==> config.mk <==
export PLATFORM = sky130hd
export DESIGN_NAME = betting_round_ctrl_flat
export DESIGN_NICKNAME = d
export VERILOG_FILES = /design/src/rtl/betting_round_ctrl_if.sv /design/src/rtl/betting_round_ctrl.sv /design/src/flat_wrapper.sv
export SDC_FILE = /design/constraint.sdc
export NUM_CORES = 1
export LEC_CHECK = 0
export CORE_ASPECT_RATIO = 1.2
export CORE_MARGIN = 3
export CORE_UTILIZATION = 50
export CTS_BUF_LIST = sky130_fd_sc_hd__clkbuf_8
export CTS_CLUSTER_SIZE = 10
export DETAILED_ROUTE_END_ITERATION = 10
export GPL_ROUTABILITY_DRIVEN = 0
export GPL_TIMING_DRIVEN = 0
export MAX_ROUTING_LAYER = met4
export PLACE_DENSITY = 0.83
export SLEW_MARGIN = 10
export SYNTH_ARGS = -nofsm -noshare
export SYNTH_HDL_FRONTEND = slang
export SYNTH_SLANG_ARGS = --single-unit
==> constraint.sdc <==
create_clock -name clk -period 9 [get_ports clk]
set_clock_uncertainty 0.1 [all_clocks]
set_input_delay 1.35 -clock clk [delete_from_list [all_inputs] [get_ports clk]]
set_output_delay 1.35 -clock clk [all_outputs]
set_load 0.01 [all_outputs]
==> src/rtl/betting_round_ctrl_if.sv <==
// Player-facing handshake bundle for betting_round_ctrl.
// All per-player fields are packed {p2,p1}.
//   master : player side, drives valid/action/amount and sees grants, acks and bookkeeping
//   slave  : round controller side
interface betting_round_ctrl_if #(
    parameter int unsigned MONEY_W = 8
);
    logic [1:0]           p_valid;
    logic [5:0]           p_action;
    logic [2*MONEY_W-1:0] p_amount;
    logic [1:0]           p_request;
    logic [1:0]           p_ack;
    logic [1:0]           p_invalid;
    logic [5:0]           p_last_action;
    logic [2*MONEY_W-1:0] p_last_bet;
    logic [2*MONEY_W-1:0] p_commit;

    modport master (
        output p_valid, p_action, p_amount,
        input  p_request, p_ack, p_invalid, p_last_action, p_last_bet, p_commit
    );

    modport slave (
        input  p_valid, p_action, p_amount,
        output p_request, p_ack, p_invalid, p_last_action, p_last_bet, p_commit
    );
endinterface

==> src/rtl/betting_round_ctrl.sv <==
// Sequences one two-player betting round: grants turns, validates actions,
// tracks per-player commitments and reports round end / fold to the dealer.
// Ports:
//   clk, rst      clock, synchronous active-high reset
//   round_start   pulse to begin a round (IDLE only); first_player, p_bank sampled with it
//   bus           player handshake (request/valid/action/amount, ack/invalid, last_*, commit)
//   pot_add       p1+p2 commit, valid with round_done
//   round_done    1-cycle end-of-round pulse
//   folded/winner round ended by fold and who won (held until next round_start)
//   busy          high outside IDLE
module betting_round_ctrl #(
    parameter int unsigned MONEY_W    = 8,
    parameter int unsigned MAX_RAISES = 3
) (
    input  logic                 clk,
    input  logic                 rst,
    input  logic                 round_start,
    input  logic                 first_player,
    input  logic [2*MONEY_W-1:0] p_bank,
    betting_round_ctrl_if.slave  bus,
    output logic [MONEY_W:0]     pot_add,
    output logic                 round_done,
    output logic                 folded,
    output logic                 winner,
    output logic                 busy
);
    localparam int unsigned RCW = $clog2(MAX_RAISES + 1);
    localparam logic [2:0] A_FOLD  = 3'd1;
    localparam logic [2:0] A_CHECK = 3'd2;
    localparam logic [2:0] A_CALL  = 3'd3;
    localparam logic [2:0] A_RAISE = 3'd4;

    typedef enum logic [2:0] {
        S_IDLE, S_REQ, S_WAIT, S_CHECK, S_REJECT, S_APPLY, S_DONE
    } state_t;

    state_t                    state;
    logic                      cur;
    logic [2:0]                act_code;
    logic [MONEY_W-1:0]        act_amt;
    logic [RCW-1:0]            raise_cnt;
    logic [1:0]                acted;
    logic [1:0]                request;
    logic [1:0]                ack;
    logic [1:0]                invalid;
    logic [1:0][2:0]           last_action;
    logic [1:0][MONEY_W-1:0]   last_bet;
    logic [1:0][MONEY_W-1:0]   commit;
    logic [1:0][MONEY_W-1:0]   bank;

    logic [1:0][2:0]           action_c;
    logic [1:0][MONEY_W-1:0]   amount_c;
    logic [1:0][MONEY_W-1:0]   bank_in_c;
    logic                      opp_c;
    logic [MONEY_W-1:0]        to_call_c;
    logic [MONEY_W-1:0]        rem_c;
    logic [MONEY_W:0]          raise_tot_c;
    logic                      legal_c;
    logic [MONEY_W-1:0]        move_c;
    logic                      finish_c;

    assign action_c           = bus.p_action;
    assign amount_c           = bus.p_amount;
    assign bank_in_c          = p_bank;
    assign bus.p_request      = request;
    assign bus.p_ack          = ack;
    assign bus.p_invalid      = invalid;
    assign bus.p_last_action  = last_action;
    assign bus.p_last_bet     = last_bet;
    assign bus.p_commit       = commit;

    // A player needs a turn unless all-in (bank fully committed) with nothing to call.
    function automatic logic needs_turn(input logic [MONEY_W-1:0] bk,
                                        input logic [MONEY_W-1:0] mine,
                                        input logic [MONEY_W-1:0] theirs);
        return (bk != mine) || (theirs > mine);
    endfunction

    function automatic logic [1:0] onehot(input logic idx);
        return idx ? 2'b10 : 2'b01;
    endfunction

    // Legality and money moved for the registered action of the active player.
    always_comb begin
        opp_c       = ~cur;
        to_call_c   = (commit[opp_c] > commit[cur]) ? MONEY_W'(commit[opp_c] - commit[cur]) : '0;
        rem_c       = MONEY_W'(bank[cur] - commit[cur]);
        raise_tot_c = {1'b0, to_call_c} + {1'b0, act_amt};
        legal_c     = 1'b0;
        move_c      = '0;
        case (act_code)
            A_FOLD:  legal_c = 1'b1;
            A_CHECK: legal_c = (to_call_c == '0);
            A_CALL: begin
                legal_c = (to_call_c != '0);
                move_c  = (to_call_c < rem_c) ? to_call_c : rem_c;
            end
            A_RAISE: begin
                legal_c = (raise_cnt < RCW'(MAX_RAISES)) && (act_amt != '0) &&
                          (raise_tot_c <= {1'b0, rem_c});
                move_c  = raise_tot_c[MONEY_W-1:0];
            end
            default: legal_c = 1'b0;
        endcase
        finish_c = (last_action[cur] == A_FOLD) || (last_action[cur] == A_CALL) ||
                   ((last_action[cur] == A_CHECK) && acted[opp_c]);
    end

    // Round FSM. Bookkeeping is committed on the edge into APPLY so that commits,
    // last_* and ack become visible together; the next grant is computed on the
    // edge into REQ so p_request rises the cycle after ack/invalid.
    always_ff @(posedge clk) begin
        if (rst) begin
            state       <= S_IDLE;
            cur         <= 1'b0;
            act_code    <= '0;
            act_amt     <= '0;
            raise_cnt   <= '0;
            acted       <= '0;
            request     <= '0;
            ack         <= '0;
            invalid     <= '0;
            last_action <= '0;
            last_bet    <= '0;
            commit      <= '0;
            bank        <= '0;
            pot_add     <= '0;
            round_done  <= 1'b0;
            folded      <= 1'b0;
            winner      <= 1'b0;
            busy        <= 1'b0;
        end else begin
            ack        <= '0;
            invalid    <= '0;
            round_done <= 1'b0;
            case (state)
                S_IDLE: begin
                    if (round_start) begin
                        bank        <= bank_in_c;
                        cur         <= first_player;
                        commit      <= '0;
                        last_action <= '0;
                        last_bet    <= '0;
                        raise_cnt   <= '0;
                        acted       <= '0;
                        folded      <= 1'b0;
                        winner      <= 1'b0;
                        pot_add     <= '0;
                        busy        <= 1'b1;
                        request     <= (bank_in_c[first_player] != '0) ? onehot(first_player) : 2'b00;
                        state       <= S_REQ;
                    end
                end
                S_REQ: begin
                    if (request[cur]) begin
                        state <= S_WAIT;
                    end else begin
                        // All-in with nothing to call: implicit check.
                        last_action[cur] <= A_CHECK;
                        last_bet[cur]    <= '0;
                        acted[cur]       <= 1'b1;
                        ack              <= onehot(cur);
                        state            <= S_APPLY;
                    end
                end
                S_WAIT: begin
                    if (bus.p_valid[cur]) begin
                        act_code <= action_c[cur];
                        act_amt  <= amount_c[cur];
                        request  <= '0;
                        state    <= S_CHECK;
                    end
                end
                S_CHECK: begin
                    if (legal_c) begin
                        commit[cur]      <= MONEY_W'(commit[cur] + move_c);
                        last_action[cur] <= act_code;
                        last_bet[cur]    <= move_c;
                        acted[cur]       <= 1'b1;
                        if (act_code == A_RAISE) begin
                            raise_cnt <= RCW'(raise_cnt + RCW'(1));
                        end
                        ack   <= onehot(cur);
                        state <= S_APPLY;
                    end else begin
                        invalid <= onehot(cur);
                        state   <= S_REJECT;
                    end
                end
                S_REJECT: begin
                    request <= onehot(cur);
                    state   <= S_REQ;
                end
                S_APPLY: begin
                    if (finish_c) begin
                        folded     <= (last_action[cur] == A_FOLD);
                        winner     <= (last_action[cur] == A_FOLD) ? opp_c : 1'b0;
                        round_done <= 1'b1;
                        pot_add    <= {1'b0, commit[0]} + {1'b0, commit[1]};
                        state      <= S_DONE;
                    end else begin
                        cur     <= opp_c;
                        request <= needs_turn(bank[opp_c], commit[opp_c], commit[cur]) ?
                                   onehot(opp_c) : 2'b00;
                        state   <= S_REQ;
                    end
                end
                S_DONE: begin
                    busy  <= 1'b0;
                    state <= S_IDLE;
                end
                default: state <= S_IDLE;
            endcase
        end
    end
endmodule

==> src/flat_wrapper.sv <==
// flat-port wrapper written by rule: the top's interface ports become plain ports
module betting_round_ctrl_flat 
#(
    parameter int unsigned MONEY_W    = 8,
    parameter int unsigned MAX_RAISES = 3
)
  (clk, rst, round_start, first_player, p_bank, pot_add, round_done, folded, winner, busy, bus_p_valid, bus_p_action, bus_p_amount, bus_p_request, bus_p_ack, bus_p_invalid, bus_p_last_action, bus_p_last_bet, bus_p_commit);
  betting_round_ctrl_if #(.MONEY_W(MONEY_W)) bus_i ();
  input  logic clk;
  input  logic rst;
  input  logic round_start;
  input  logic first_player;
  input  logic [2*MONEY_W-1:0] p_bank;
  output logic [MONEY_W:0] pot_add;
  output logic round_done;
  output logic folded;
  output logic winner;
  output logic busy;
  input wire logic [$bits(bus_i.p_valid)-1:0] bus_p_valid;
  input wire logic [$bits(bus_i.p_action)-1:0] bus_p_action;
  input wire logic [$bits(bus_i.p_amount)-1:0] bus_p_amount;
  output wire logic [$bits(bus_i.p_request)-1:0] bus_p_request;
  output wire logic [$bits(bus_i.p_ack)-1:0] bus_p_ack;
  output wire logic [$bits(bus_i.p_invalid)-1:0] bus_p_invalid;
  output wire logic [$bits(bus_i.p_last_action)-1:0] bus_p_last_action;
  output wire logic [$bits(bus_i.p_last_bet)-1:0] bus_p_last_bet;
  output wire logic [$bits(bus_i.p_commit)-1:0] bus_p_commit;
  assign bus_i.p_valid = bus_p_valid;
  assign bus_i.p_action = bus_p_action;
  assign bus_i.p_amount = bus_p_amount;
  assign bus_p_request = bus_i.p_request;
  assign bus_p_ack = bus_i.p_ack;
  assign bus_p_invalid = bus_i.p_invalid;
  assign bus_p_last_action = bus_i.p_last_action;
  assign bus_p_last_bet = bus_i.p_last_bet;
  assign bus_p_commit = bus_i.p_commit;
  betting_round_ctrl #(.MONEY_W(MONEY_W), .MAX_RAISES(MAX_RAISES)) u_core (.clk(clk), .rst(rst), .round_start(round_start), .first_player(first_player), .p_bank(p_bank), .bus(bus_i), .pot_add(pot_add), .round_done(round_done), .folded(folded), .winner(winner), .busy(busy));
endmodule
==> metrics.yaml, run 1 <==
timing:
  fmax_mhz: 119
  hold_viol: 0
  slew_viol_final: 0
  slew_headroom_pct: 45.2
  fin_setup_tns_ns: 0
  timing.final.crit_share_pct: 93.5
  rsz0062_at_grt: "no"
  finalSetupViolCount: 0
  setup_slack_ns: 0.583
  min_period_ns: 8.42
  worst_pin_slew_ns: 0.816
grt:
  grt_usage_pct: 27.2
  grt_pass1_wl_mm: 29.8
  grt_max_degree: 17
  grt_pass1_vias: 5976
  overflow: 0
  antenna_found_initial: 0
detailed_routing:
  drtIter0Drc: 521
  post-route-drc-count: 0
  via_count: 6321
  vias_per_cell: 5.97
  dr.pass1.iters: 5
  ant_nets: 0
  drt_wl_total_mm: 18.8
  detail_route.wl_per_cell_um: 17.7
power_and_ir_drop:
  p_comb_share_pct: 24.7
  p_sw_share_pct: 31.3
  cellInternalPower_mw: 0.679
  ir_worst_vdd_v: 0.000103
  leakagePower_nw: 3.12
  switching_power_mw: 0.310
  total_power_mw: 0.989
  p_seq_share_pct: 43.5
  clkPwrFrac_pct: 31.7
  pwr_density_cell_mw_per_mm2: 126
die:
  fp.dieArea_sq_mm: 0.0143
  fp.dieW_um: 110
  start_util_pct: 52.2
  die_y_um: 130
  num_rows: 44
  pin_count: 101
  coreArea_sq_mm: 0.0123
critical_path:
  crit_buf_inv: 6
  crit_family: "compound AO/OA/AOI/OAI gates"
  critPathMaxFanout: 19
  start_kind: "flip-flop"
  arrival_ns: 8.58
  crit_start: "u_core.cur"
  slowest_delay_ns: 0.53
  r2r_start: "u_core.cur"
  required_ns: 9.16
  slowest_stage: "a221oi_4"
  crit_path_end_kind: "flip-flop"
  path_class: "reg2reg"
clock_tree:
  cts_sinks: 92
  cts_buffers: 9
  htree_levels: 3
  clock_latency_ns: 0.37
  cts_tree: "yes"
  cts.clk_slew.worst_paths_ns: 0.10
  root_buffer: "clkbuf_8"
  cts_hold_buf: 0
  cts_buffer_depth: 2
yosys:
  ys.flop_type: "dfxtp_1"
  ys_ff_latch: 92
  seq_area_frac_synth_pct: 28.6
  ys_types: 71
  syn_area_sq_mm: 0.00644
  async_flop_share_pct: 0
  synth_edf_count: 0
  postSynthAreaPerCell_sq_um: 8.20
  yosys_warnings: 0
  synthCells: 785
  syn-num-nets: 888
place:
  hpwl_mm: 14.7
  place_inst: 1045
  pre_cts_slack_ns: 0.0532
  place.port_buffers: 99
layout:
  syn_to_final_growth_pct: 22.3
  stdcell_count: 1059
  antenna_cells: 0
  fin_nets: 997
  drive_gt1_share_pct: 5.90
min_path:
  min_from: "u_core.pot_add[2]"
  hp-class: "reg2reg"
run_status:
  status: "finished clean"
flow_run:
  drv_cap: 0
-- Yosys cell counts (all sizes together), types with 2 or more instances --
cell	n	area share, %
or3	4	0.39
fa	5	1.6
o21ai	42	3.4
nand3b	6	0.70
o41ai	2	0.27
dfxtp	92	29
nand3	17	1.3
or2	4	0.39
clkbuf	26	1.5
nor2	68	4.0
a22o	18	2.4
o2bb2ai	3	0.41
nor3	17	1.4
xnor2	29	3.9
nor3b	4	0.54
nand2	84	4.9
nor4	10	0.97
o21bai	4	0.47
a31oi	3	0.29
inv	35	2.0
mux2i	38	5.9
o22a	2	0.27
a21oi	74	6.0
o21a	4	0.47
nand4	7	0.68
nor4b	2	0.27
a32o	5	0.78
o2111ai	3	0.41
mux2	13	2.3
a211oi	17	2.1
a2111oi	2	0.27
clkinv	2	0.12
a21o	15	1.7
buf	12	0.91
o22ai	3	0.39
and2	5	0.49
a221oi	2	0.54
xor2	10	1.4
ha	54	10
o31ai	3	0.43
nor2b	10	0.97
or4	2	0.29
nand2b	12	1.2
-- power by group through the flow --
| stage | clock (mW) | sequential [mW] | combinational [mW] |
|---|---|---|---|
| global placement | 0 | 0.439 | 0.234 |
| global route | 0.332 | 0.432 | 0.268 |
| detailed placement | 0 | 0.439 | 0.239 |
| finish | 0.314 | 0.430 | 0.245 |
| CTS | 0.317 | 0.430 | 0.240 |
| floorplan | 0 | 0.437 | 0.164 |
-- tightest hold or removal path: stages, from the launching register on --
cell and delay, ns:
dfxtp_1 0.32, nand3_1 0.06, a21oi_1 0.05
-- layout by cell type (no fill, tap or decap), types with 10 or more instances in the layout --
cell type	n
mux2_2	13
nor3_1	14
clkdlybuf4s50_1	99
mux2i_1	37
a21oi_1	71
xnor2_1	29
inv_1	35
o21ai_0	40
nand2_1	84
clkbuf_1	26
xor2_1	10
nand2b_1	12
nand3_1	17
ha_1	54
a21o_1	15
a211oi_1	16
dfxtp_1	92
nor4_1	10
nor2b_1	10
a22o_1	18
nor2_1	68
-- routing by layer --
layer	vias up	part of all wire, %	GRT usage [%]
met5	-	0	-
met4	0	4.6	13.1
met3	63	6.4	3.41
met2	278	48	44.6
met1	2934	41	32.9
li1	3046	-	-
-- final timing paths --
check | to | slack, ns | cells after the start
max | u_core.bus.p_last_bet[0] | 0.58 | 30
min reg2reg | u_core.pot_add[2] | 0.37 | 2
min | u_core.pot_add[2] | 0.37 | 2
max reg2reg | u_core.bus.p_last_bet[0] | 0.58 | 30
-- flip-flops by register name (all words and copies together), names as in the netlist, 2 cells and up --
register	flops
u_core.bank	16
u_core.bus.p_commit	16
u_core.bus.p_last_bet	16
u_core.pot_add	9
u_core.act_amt	8
u_core.bus.p_last_action	6
u_core.act_code	3
u_core.state	3
u_core.acted	2
u_core.bus.p_ack	2
u_core.bus.p_invalid	2
u_core.bus.p_request	2
u_core.raise_cnt	2
-- cells by family after synthesis --
kind of cell / Yosys count / share of synthesized area (%)
compound gates: 213 / 22.3
buf+inv: 75 / 4.59
fa+ha+maj: 60 / 12.2
simple gates: 255 / 18.8
flops: 92 / 28.6
mux: 51 / 8.18
xor+xnor: 39 / 5.31
-- per-stage QoR --
step	util, %	cell area, sq um	hold WS, ns
after detailed placement	61.9	7630	0.356
after global routing	63.8	7870	0.388
after CTS	63.7	7860	0.369
after floorplan	-	6440	0.329
after global placement	61.9	7630	0.344
final	63.8	7870	0.365
-- layout make-up --
| class | count | area (sq um) |
|---|---|---|
| Fill cell | 1058 | 4460 |
| Multi-Input combinational cell | 618 | 4320 |
| Sequential cell | 92 | 1840 |
| Timing Repair Buffer | 99 | 991 |
| Tap cell | 161 | 201 |
| Buffer | 37 | 154 |
| Inverter | 37 | 139 |
| Clock buffer | 9 | 124 |
| Clock inverter | 6 | 96.3 |
-- timing repair --
item                       CTS  global route
gates resized for setup      1             3
gates cloned                 0             0
buffers inserted             0             0
pin swaps                    0             0
setup endpoints to repair   10            41
(Power assumes the default switching activity.)
==> inputs of run 2 (changes only) <==
--- a/config.mk
+++ b/config.mk
@@ -6,7 +6,7 @@
 export NUM_CORES = 1
 export LEC_CHECK = 0
 export CORE_ASPECT_RATIO = 1.2
-export CORE_MARGIN = 3
+export CORE_MARGIN = 10
 export CORE_UTILIZATION = 50
 export CTS_BUF_LIST = sky130_fd_sc_hd__clkbuf_8
 export CTS_CLUSTER_SIZE = 10
==> metrics.yaml, run 2 (synthesis gave the netlist of run 1 again) <==
clock_tree:
  cts_hold_buf: 0  # unchanged
  cts_buffer_depth: 2  # unchanged
  clock_latency_ns: 0.38  # about the same
  cts_sinks: 92  # unchanged
  cts_buffers: 9  # unchanged
  cts.clk_slew.worst_paths_ns: 0.10  # about the same
  cts_tree: "yes"
  root_buffer: "clkbuf_8"
  htree_levels: 3  # unchanged
  cts_resized: 0  # -1
  postCtsSetupBuffers: 0  # unchanged
detailed_routing:
  via_count: 6376  # +0.87%
  vias_per_cell: 6.00  # +0.59%
  detail_route.wl_per_cell_um: 18.3  # +3.3%
  drtIter0Drc: 674  # +29%
  post-route-drc-count: 0  # unchanged
  dr.pass1.iters: 6  # +1
  ant_nets: 0  # unchanged
  drt_wl_total_mm: 19.4  # +3.6%
run_status:
  status: "finished clean"
min_path:
  min_from: "u_core.pot_add[2]"
  hp-class: "reg2reg"
  worst_hold_path.endpoint: "u_core.pot_add[2]"
  hold_depth: 2  # unchanged
timing:
  finalSetupViolCount: 0  # unchanged
  fmax_mhz: 118  # -0.92%
  timing.final.crit_share_pct: 94.4  # +0.87 points
  rsz0062_at_grt: "no"
  slew_viol_final: 0  # unchanged
  worst_pin_slew_ns: 0.816  # +0.000676 ns
  fin_setup_tns_ns: 0  # unchanged
  hold_viol: 0  # unchanged
  slew_headroom_pct: 45.3  # +0.077 points
  min_period_ns: 8.50  # +0.0781 ns
  holdWs_ns: 0.363  # -0.00273 ns
critical_path:
  r2r_start: "u_core.cur"
  slowest_stage: "o31ai_2"
  required_ns: 9.18  # +0.02 ns
  reg2reg_to: "u_core.bus.p_last_action[0]"
  reg2regPathDepth: 30  # unchanged
  slowest_delay_ns: 0.57  # +0.04 ns
  crit_path_end_kind: "flip-flop"
  start_kind: "flip-flop"
  arrival_ns: 8.67  # +0.09 ns
  critPathMaxFanout: 19  # unchanged
  path_class: "reg2reg"
  r2r_slack_ns: 0.50  # -0.08 ns
layout:
  utilization_pct: 62.3  # -1.5 points
  syn_to_final_growth_pct: 22.1
  final_common_cell: "clkdlybuf4s50_1"
  layout_common_cells: "99 x clkdlybuf4s50_1, 92 x dfxtp_1, 84 x nand2_1"
  fin_nets: 997  # unchanged
  antenna_cells: 0  # unchanged
  drive_gt1_share_pct: 5.79  # -0.11 points
  stdcell_count: 1062  # +0.28%
grt:
  grt_pass1_vias: 6196  # +3.7%
  overflow: 0  # unchanged
  grt_max_degree: 17  # unchanged
  antenna_found_initial: 0  # unchanged
  grt_usage_pct: 22.3  # -4.9 points
  grt_pass1_wl_mm: 31.0  # +4.1%
place:
  hpwl_mm: 15.5  # +5.3%
  place_inst: 1048  # +0.29%
  place.port_buffers: 99  # unchanged
die:
  num_rows: 45  # +2.3%
  fp.dieArea_sq_mm: 0.0178  # +25%
  die_y_um: 144  # +11%
  coreArea_sq_mm: 0.0126  # +2.3%
  start_util_pct: 51.0  # -1.2 points
  pin_count: 101  # unchanged
  fp.dieW_um: 124  # +13%
flow_run:
  drv_cap: 0  # unchanged
power_and_ir_drop:
  ir_worst_vdd_v: 0.000101  # -1.2%
  pwr_density_cell_mw_per_mm2: 126  # +0.51%
  leakagePower_nw: 3.11  # about the same
run 2: cell types whose count changed in the layout (fill, tap and decap cells not counted), sizes merged:
cell	previous run	this run
clkinv	3	2
inv	37	38
run 2: where the power goes:
group          total (mW)  internal [mW]  switching [mW]
registers           0.430          0.420          0.0101
clock network       0.318          0.158           0.160
logic               0.245          0.101           0.144
run 2: layer usage:
layer  up-vias  GRT usage, %  part of all wire (%)
li1       3038             -                     -
met1      3002          25.7                    40
met2       286          37.7                    49
met3        50          2.65                   6.6
met4         0          10.3                   4.1
met5         -             -                     0
run 2: worst max-delay path by stage:
stage / startpoint / to / slack, ns / cells past startpoint
6_report: u_core.cur / u_core.bus.p_last_action[0] / 0.50 / 30
3_3_place_gp: u_core.cur / u_core.bus.p_last_bet[2] / 0.13 / 31
2_1_floorplan: u_core.cur / u_core.bus.p_last_bet[2] / 1.69 / 31
4_1_cts: u_core.cur / u_core.bus.p_last_action[0] / 0.0008 / 31
5_1_grt: u_core.cur / u_core.bus.p_last_bet[3] / 0.01 / 30
3_5_place_dp: u_core.cur / u_core.bus.p_last_action[0] / 0.02 / 31
run 2: area by class of cell:
cell class	instances	area, sq um
clock buffer	9	124
tap	164	205
inverter	37	139
timing repair buffer	99	991
fill	1094	4760
sequential	92	1840
clock inverter	6	93.8
buffer	37	154
multi-input combinational	618	4310
run 2: critical path: cells and delay by family, from the launching register on:
family | cells | cell delay [ns]
compound gates | 13 | 3.44
xor+xnor | 1 | 0.18
fa+ha+maj | 3 | 0.95
buf+inv | 6 | 1.92
flops | 1 | 0.31
mux | 1 | 0.54
simple gates | 6 | 0.95
run 2: metrics by stage:
stage          area (sq um)  total power, mW  setup WS (ns)
5_1_grt                7860             1.04         0.0137
3_5_place_dp           7640            0.678         0.0215
2_1_floorplan          6440            0.601           1.69
4_1_cts                7860            0.987       0.000846
3_3_place_gp           7630            0.673          0.130
6_report               7860            0.992          0.505
==> inputs of run 3 (changes only) <==
--- a/config.mk
+++ b/config.mk
@@ -11,10 +11,11 @@
 export CTS_BUF_LIST = sky130_fd_sc_hd__clkbuf_8
 export CTS_CLUSTER_SIZE = 10
 export DETAILED_ROUTE_END_ITERATION = 10
+export DONT_BUFFER_PORTS = 1
 export GPL_ROUTABILITY_DRIVEN = 0
 export GPL_TIMING_DRIVEN = 0
 export MAX_ROUTING_LAYER = met4
-export PLACE_DENSITY = 0.83
+export PLACE_DENSITY = 0.73
 export SLEW_MARGIN = 10
 export SYNTH_ARGS = -nofsm -noshare
 export SYNTH_HDL_FRONTEND = slang
==> metrics.yaml, run 3 (synthesis gave the netlist of run 1 again) <==
run_status:
  status: "finished clean"
grt:
  grt_pass1_vias: 5738  # -7.4%
  grt_max_degree: 17  # unchanged
  overflow: 0  # unchanged
  antenna_found_initial: 0  # unchanged
  grt_pass1_wl_mm: 29.3  # -5.7%
  grt_usage_pct: 21.1  # -1.2 points
layout:
  drive_gt1_share_pct: 6.63  # +0.84 points
  utilization_pct: 54.3  # -8.0 points
  multi_input_area_sq_mm: 0.00431  # unchanged
  antenna_cells: 0  # unchanged
  nFillCells: 1204  # +10%
  syn_to_final_growth_pct: 6.34
  regArea_sq_mm: 0.00184  # unchanged
  layout_common_cells: "92 x dfxtp_1, 84 x nand2_1, 71 x a21oi_1"
  final_common_cell: "dfxtp_1"
  fin_nets: 898  # -9.9%
timing:
  fin_setup_tns_ns: 0  # unchanged
  timing.final.crit_share_pct: 93.4  # -0.97 points
  fmax_mhz: 119  # +1.0%
  finalSetupViolCount: 0  # unchanged
  min_period_ns: 8.41  # -0.0874 ns
  slew_headroom_pct: 44.2  # -1.1 points
  slew_viol_final: 0  # unchanged
  worst_pin_slew_ns: 0.829  # +0.0122 ns
  hold_viol: 0  # unchanged
  rsz0062_at_grt: "no"
clock_tree:
  root_buffer: "clkbuf_8"
  cts_buffer_depth: 2  # unchanged
  postCtsSetupBuffers: 0  # unchanged
  htree_levels: 3  # unchanged
  cts.clk_slew.worst_paths_ns: 0.11  # about the same
  cts_buffers: 9  # unchanged
  cts_hold_buf: 0  # unchanged
  cts_sinks: 92  # unchanged
  clock_latency_ns: 0.38  # about the same
  cts_tree: "yes"
critical_path:
  critPathMaxFanout: 19  # unchanged
  start_kind: "flip-flop"
  crit_buf_inv: 6  # unchanged
  slowest_stage: "a221oi_4"
  slowest_delay_ns: 0.52  # -0.05 ns
  required_ns: 9.17  # about the same
  path_class: "reg2reg"
  crit_path_end_kind: "flip-flop"
  arrival_ns: 8.57  # -0.10 ns
  crit_family: "compound AO/OA/AOI/OAI gates"
die:
  pin_count: 101  # unchanged
  fp.dieArea_sq_mm: 0.0178  # unchanged
  fp.dieW_um: 124  # unchanged
  die_y_um: 144  # unchanged
  num_rows: 45  # unchanged
  start_util_pct: 51.0  # unchanged
  coreArea_sq_mm: 0.0126  # unchanged
power_and_ir_drop:
  ir_worst_vdd_v: 0.0000896  # -12%
  pwr_density_cell_mw_per_mm2: 137  # +8.5%
  leakagePower_nw: 2.75  # -12%
detailed_routing:
  detail_route.wl_per_cell_um: 19.2  # +5.1%
  dr.pass1.iters: 5  # -1
  vias_per_cell: 6.06  # +0.92%
  ant_nets: 0  # unchanged
  post-route-drc-count: 0  # unchanged
  via_count: 5835  # -8.5%
  drtIter0Drc: 406  # -40%
  drt_wl_total_mm: 18.5  # -4.7%
min_path:
  hp-class: "reg2reg"
place:
  hpwl_mm: 15.1  # -2.7%
  place.port_buffers: 0  # -100%
flow_run:
  drv_cap: 0  # unchanged
-- run 3: area by class of cell --
type                    instances  area share [%]
multi-input cells             618            62.9
well taps                     164            3.00
clock buffers                   9            1.81
flip-flops and latches         92            26.9
clock inverters                 6            1.04
inverters                      37            2.03
plain buffers                  37            2.27
-- run 3: per-layer routing --
metal | part of all wire, % | track usage (%)
met5 | 0 | -
met4 | 4.2 | 10.2
met3 | 6.9 | 4.13
met2 | 47 | 34.2
met1 | 42 | 24.5
-- run 3: worst register-to-register path: cells and delay by family, from the launching register on --
family | cells | cell delay, ns
XOR/XNOR | 1 | 0.20
flip-flops | 1 | 0.32
adder cells (fa/ha/maj) | 3 | 1.06
buffers and inverters | 6 | 1.73
AND/OR/NAND/NOR | 6 | 1.12
multiplexers | 1 | 0.51
AO/OA/AOI/OAI | 13 | 3.24
-- run 3: through the flow --
stage                     power (mW)  hold slack [ns]  cell area [sq um]  setup slack (ns)  cells
after global placement         0.649            0.347               6640            0.0368    949
after floorplan                0.601            0.329               6440              1.69    785
final                          0.938            0.379               6840             0.592    963
after detailed placement       0.652            0.354               6650           -0.0853    949
after CTS                      0.933            0.375               6850            0.0349    964
after global routing           0.979            0.396               6840            0.0581    963
-- run 3: path summary, 6_finish.rpt --
kind                                      start  slack [ns]  cells past startpoint                       end
worst min register to register  u_core.acted[1]        0.38                      2           u_core.acted[1]
worst max register to register       u_core.cur        0.59                     30  u_core.bus.p_last_bet[2]
worst min-delay path            u_core.acted[1]        0.38                      2           u_core.acted[1]
worst max-delay path                 u_core.cur        0.59                     30  u_core.bus.p_last_bet[2]
-- run 3: where the power goes --
group          total [mW]  internal, mW  switching, mW  leakage, nW
Sequential          0.432         0.420         0.0119        0.745
Clock               0.292         0.130          0.161       0.0980
Combinational       0.214        0.0801          0.134         1.91
Total               0.938         0.630          0.307         2.75
-- run 3: what timing repair did --
action	in CTS	in global routing
resized for setup	1	2
endpoints found under the setup margin	25	43
gates cloned	0	0
endpoints found under the hold margin	0	0
